$ cat src/rtl/fifo_pkg.sv
// Shared constants and Gray/binary helpers for the asynchronous FIFO pointer
// controllers (write side now, read side later).
package fifo_pkg;

  // Default RAM address width; FIFO depth is 2**ADDR_SIZE.
  localparam int DEF_ADDR_SIZE = 4;

  // Widest pointer any controller may use (ADDR_SIZE up to 16, plus wrap bit).
  localparam int MAX_PTR_W = 17;

  typedef logic [MAX_PTR_W-1:0] ptr_max_t;

  // Number of RAM entries for a given address width.
  function automatic int depth(input int addr_size);
    return 1 << addr_size;
  endfunction

  // Binary to reflected Gray; narrower pointers are zero-extended by the
  // caller and truncated back, which leaves the result unchanged.
  function automatic ptr_max_t bin2gray(input ptr_max_t bin);
    return bin ^ (bin >> 1);
  endfunction

  // Reflected Gray to binary, MSB-first running XOR.
  function automatic ptr_max_t gray2bin(input ptr_max_t gray);
    ptr_max_t bin;
    bin[MAX_PTR_W-1] = gray[MAX_PTR_W-1];
    for (int i = MAX_PTR_W - 2; i >= 0; i--) begin
      bin[i] = bin[i+1] ^ gray[i];
    end
    return bin;
  endfunction

endpackage

$ cat src/rtl/gray2bin_conv.sv
// Purely combinational Gray-to-binary decoder of parametrised width. Used to
// decode the synchronised opposite-domain pointer in both FIFO controllers.
module gray2bin_conv #(
  parameter int WIDTH = 5
) (
  input  logic [WIDTH-1:0] gray,
  output logic [WIDTH-1:0] bin
);

  // Each binary bit is the parity of all Gray bits at or above it.
  for (genvar i = 0; i < WIDTH; i++) begin : g_bit
    assign bin[i] = ^gray[WIDTH-1:i];
  end

endmodule

$ cat src/rtl/wptr_full_ctrl.sv
// Write-domain pointer and status controller for the asynchronous FIFO.
// Keeps binary/Gray write pointers, a registered full flag, fill level and
// programmable almost-full flag. Defining WPTR_OVF_ERR_EN adds a sticky
// overflow-error flag (wovf) with its clear input (wovf_clr).
module wptr_full_ctrl
  import fifo_pkg::*;
#(
  parameter int ADDR_SIZE   = DEF_ADDR_SIZE,
  parameter int AFULL_LEVEL = depth(ADDR_SIZE) - 2
) (
  input  logic                 wclk,
  input  logic                 wrst_n,
  input  logic                 winc,
  input  logic [ADDR_SIZE:0]   wq2_rptr,
  output logic [ADDR_SIZE-1:0] waddr,
  output logic [ADDR_SIZE:0]   wptr,
  output logic                 wfull,
  output logic                 wafull,
  output logic [ADDR_SIZE:0]   wlevel
`ifdef WPTR_OVF_ERR_EN
  ,
  input  logic                 wovf_clr,
  output logic                 wovf
`endif
);

  typedef logic [ADDR_SIZE:0] ptr_t;

  // Almost-full threshold at pointer width; AFULL_LEVEL never exceeds depth,
  // so it always fits in ADDR_SIZE+1 bits.
  localparam ptr_t AFULL_THR = ptr_t'(AFULL_LEVEL);

  ptr_t wbin;
  ptr_t wbin_next;
  ptr_t wgray_next;
  ptr_t rbin;
  ptr_t rptr_full_cmp;
  ptr_t wlevel_next;
  logic wen;
  logic wfull_next;
  logic wafull_next;

  // Decode the synchronised read pointer for the level subtraction.
  gray2bin_conv #(
    .WIDTH(ADDR_SIZE + 1)
  ) u_rptr_dec (
    .gray(wq2_rptr),
    .bin (rbin)
  );

  // Next-state pointer, full, level and almost-full terms.
  // NOTE: combinational blocks use blocking '=' and assign every output on
  // every pass, so no latch can be inferred.
  always_comb begin
    wen           = winc & ~wfull;
    wbin_next     = wbin + ptr_t'(wen);
    wgray_next    = ptr_t'(bin2gray(ptr_max_t'(wbin_next)));
    // Full when the write pointer is exactly one lap ahead of the read
    // pointer: in Gray code that is the top two bits inverted.
    rptr_full_cmp = {~wq2_rptr[ADDR_SIZE:ADDR_SIZE-1], wq2_rptr[ADDR_SIZE-2:0]};
    wfull_next    = (wgray_next == rptr_full_cmp);
    // The read pointer lags, so this difference can only overstate the fill.
    wlevel_next   = wbin_next - rbin;
    wafull_next   = (wlevel_next >= AFULL_THR);
  end

  // Pointer and status registers; all cleared by the asynchronous reset.
  // NOTE: sequential state is updated with non-blocking '<=' so every
  // register samples the pre-edge values of the others.
  always_ff @(posedge wclk or negedge wrst_n) begin
    if (!wrst_n) begin
      wbin   <= '0;
      wptr   <= '0;
      wfull  <= 1'b0;
      wafull <= 1'b0;
      wlevel <= '0;
    end else begin
      wbin   <= wbin_next;
      wptr   <= wgray_next;
      wfull  <= wfull_next;
      wafull <= wafull_next;
      wlevel <= wlevel_next;
    end
  end

  // RAM write address is a plain slice of the binary pointer register.
  assign waddr = wbin[ADDR_SIZE-1:0];

`ifdef WPTR_OVF_ERR_EN
  // Sticky overflow error: set by a write attempted while full; a clear in
  // the same cycle as a set loses.
  always_ff @(posedge wclk or negedge wrst_n) begin
    if (!wrst_n) begin
      wovf <= 1'b0;
    end else if (winc && wfull) begin
      wovf <= 1'b1;
    end else if (wovf_clr) begin
      wovf <= 1'b0;
    end
  end
`endif

endmodule

$ cat config.mk
export PLATFORM = sky130hd
export DESIGN_NAME = wptr_full_ctrl
export DESIGN_NICKNAME = d
export VERILOG_FILES = /design/src/rtl/fifo_pkg.sv /design/src/rtl/gray2bin_conv.sv /design/src/rtl/wptr_full_ctrl.sv
export SDC_FILE = /design/constraint.sdc
export NUM_CORES = 1
export LEC_CHECK = 0
export ABC_AREA = 1
export CAP_MARGIN = 20
export CORE_AREA = 2 2 50 52
export CTS_BUF_LIST = sky130_fd_sc_hd__clkbuf_8
export CTS_CLUSTER_SIZE = 25
export DETAILED_ROUTE_END_ITERATION = 6
export DIE_AREA = 0 0 52 54
export GPL_TIMING_DRIVEN = 0
export HOLD_SLACK_MARGIN = 0.03
export PLACE_DENSITY = 0.77
export SYNTH_ARGS = -nofsm -noshare
export SYNTH_HDL_FRONTEND = slang
export SYNTH_SLANG_ARGS = --single-unit
$ cat constraint.sdc
create_clock -name wclk -period 2.6 [get_ports wclk]
set_input_delay 0.65 -clock wclk [delete_from_list [all_inputs] [get_ports wclk]]
set_output_delay 0.65 -clock wclk [all_outputs]
set_load 0.03 [all_outputs]
==> flow_summary_export.csv <==
group,metric,value,unit
status,status,"finished clean",
clocking,h-tree-depth,1,
grt,grt_usage,0.170,
grt,grt_pass1_wl,3440,um
clocking,clock_latency,0.25,ns
synthesis,ys_ff_latch,16,
sta,fin_crit_sh,0.957,
setup_path,r2r-start,"wbin[0]",
synthesis,yosys_warnings,0,
final_layout,synthToLayoutAreaGrowth,30.4,%
clocking,root_buffer,"clkbuf_8",
sta,fmax,402,MHz
setup_path,worstSetupEndpointType,"flop",
setup_path,cpMostUsedCell,"nand2_1",
clocking,tritoncts,"done",
grt,grt_pass1_vias,846,
die,fp.coreArea,2320,um2
setup_path,r2r-end,"wafull",
route,first_pass_iters,5,
sta,final-setup-viol-count,0,
grt,antenna_found_initial,0,
die,die_w,52,um
clocking,postCtsHoldBufs,0,
hold_path,hold_class,"reg -> reg",
grt,use_met2,0.312,
power,leakagePower,0.738,nW
final_layout,fin_cells,194,
route,ant_nets,0,
die,die-area,2810,um2
setup_path,worst_ep_arrival_time,2.64,ns
synthesis,synthDistinctLibCells,17,
synthesis,syn_nets,151,
setup_path,path_cells,"clkdlybuf4s50_1 -> xor2_4 -> xor2_1 -> ha_1 -> fa_1 -> inv_1 -> nand3_1 -> nand2_1 -> nand2_1 -> nand2_1 -> nand2_1",
clocking,clockBufferDepth,2,
setup_path,cp_num_buf_inv,2,
route,routed_wl,2070,um
grt,met1_usage,0.187,
clocking,clk_pin_slew,0.07,ns
setup_path,worstPathMaxFanout,3,
grt,top_usage_layer,"met2",
sta,min_period,2.49,ns
placed_design,dp_hpwl,1700,um
final_layout,antenna_cells,0,
setup_path,cp.depth,11,
setup_path,r2r_slack,0.59,ns
sta,fin_ws,0.111,ns
die,start_util,0.451,
final_layout,final_cell_mix,"nand2_1 (46), inv_1 (23), nand3_1 (20), clkdlybuf4s50_1 (20), dfrtp_1 (16)",
grt,overflow,0,
job,cap_violations,0,
setup_path,crit_slowest_cell,"clkdlybuf4s50_1",
final_layout,num-nets-final,179,
synthesis,syn_avg_cell_area,7.64,um2
setup_path,rr_worst_depth,11,
route,remaining_drc_errors,0,
setup_path,setup.worst_path.start_class,"input port",
setup_path,crit_required,2.75,ns
route,detail_route.wl_per_cell,10.7,um
setup_path,cp_slowest_stage_delay,0.53,ns
sta,hold_viol_final,0,
synthesis,synth_area,1050,um2
sta,worstMarginPinSlew,0.707,ns
grt,grt_start_max_net_pins,17,
setup_path,crit_path_start,"wq2_rptr[1]",
placed_design,place.gp.congestion,0.822,
route,drt_iter0_drc,12,
power,vdd_drop_max,0.817,mV
clocking,cts_setup_buffers,0,
grt,gr-usage-met3,0.0250,
sta,maxSlewHeadroom,0.527,
die,die_h,54,um
route,dr_total_vias,903,
placed_design,pre_cts_slack,-0.472,ns
power,powerDensity,1410,nW/um2
setup_path,worstSetupEndpoint,"wafull",
sta,worst_clock_skew,0.00235,ns
placed_design,port-buffer-count,23,
synthesis,postSynthCellCount,137,
final_layout,final_core_util,0.588,
setup_path,cp_top_family,"adder cells",
final_layout,final_common_cell,"nand2_1",
route,vias_per_cell,4.65,
clocking,cts_made_buffers,3,
setup_path,crit_type,"in -> reg",
die,ios,24,
placed_design,place_inst,190,
final_layout,fillers,207,
synthesis,synth_seq_area_share,0.383,
die,rows,18,
final_layout,drive_above_1_share,0.140,
sta,maxSlewViolCount,0,
clocking,cts.sink_count,16,
[how the worst min path moves through the flow]
stage	start	endpoint	slack (ns)	cells past startpoint
2_1_floorplan	wrst_n	wafull	0.35	0
3_3_place_gp	wbin[3]	wbin[3]	0.62	2
3_5_place_dp	wbin[3]	wbin[3]	0.65	2
4_1_cts	wbin[3]	wbin[3]	0.67	2
5_1_grt	wbin[1]	wbin[1]	0.69	1
6_report	wbin[3]	wbin[3]	0.67	2
[per-stage QoR]
step           cell area (um2)  total power [mW]  TNS [ns]  hold slack [ns]
6_report                  1360              1.92         0            0.665
5_1_grt                   1360              2.09  -0.00847            0.692
4_1_cts                   1370              1.93         0            0.669
3_5_place_dp              1310              1.70     -1.67            0.654
3_3_place_gp              1310              1.66     -1.42            0.620
2_1_floorplan             1050              1.30         0            0.354
[logic make-up (layout without fill, tap and decap cells)]
| logic type | after synthesis | in the layout | synth area share |
|---|---|---|---|
| simple gates | 85 | 85 | 0.396 |
| xor+xnor | 3 | 3 | 0.0431 |
| flops | 16 | 16 | 0.383 |
| fa+ha+maj | 6 | 6 | 0.0789 |
| compound gates | 2 | 2 | 0.00957 |
| buf+inv | 25 | 52 | 0.0897 |
[layout make-up]
type	instances	area (um2)	share of cell area
inverter	25	93.8	0.0688
sequential	16	400	0.294
timing repair buffer	23	219	0.161
multi-input combinational	96	558	0.409
clock buffer	4	55.1	0.0404
tap	30	37.5	0.0275
[tightest hold or removal path, stage by stage (launching register included)]
cell and delay (ns):
dfrtp_1 0.42, nand2_1 0.11, nand2_2 0.10
[cell usage after synthesis]
cell type,n,area share
xor2_1,2,0.017
inv_2,2,0.0072
xor2_4,1,0.026
nand2_1,46,0.17
fa_1,1,0.019
ha_1,5,0.060
nand2_4,4,0.043
nand3_2,1,0.0096
nor2_1,5,0.018
nand3_4,1,0.017
nand2_2,6,0.036
and2_1,1,0.0060
nand3_1,20,0.096
inv_1,23,0.083
a21oi_1,2,0.0096
nand4_1,1,0.0060
dfrtp_1,16,0.38
[per-layer routing]
layer | vias up | wire length, um
li1 | 472 | -
met1 | 399 | 904
met2 | 29 | 1050
met3 | 3 | 91
met4 | 0 | 28
met5 | - | 0
[registers in the layout, indices dropped and copies added, names as in the netlist]
name,cells
wfull,1
wlevel,5
wafull,1
wbin,5
wptr,4
[what timing repair did]
item                       4_1_cts  5_1_grt
resized for setup                3        6
pin swaps                        0        0
setup endpoints to repair        3        3
[power by group]
part	total, mW	internal (mW)	switching (mW)
registers	0.440	0.378	0.0620
clock network	0.225	0.134	0.0906
logic	1.26	0.479	0.780
Note: power is estimated with default switching activity, not from simulation.
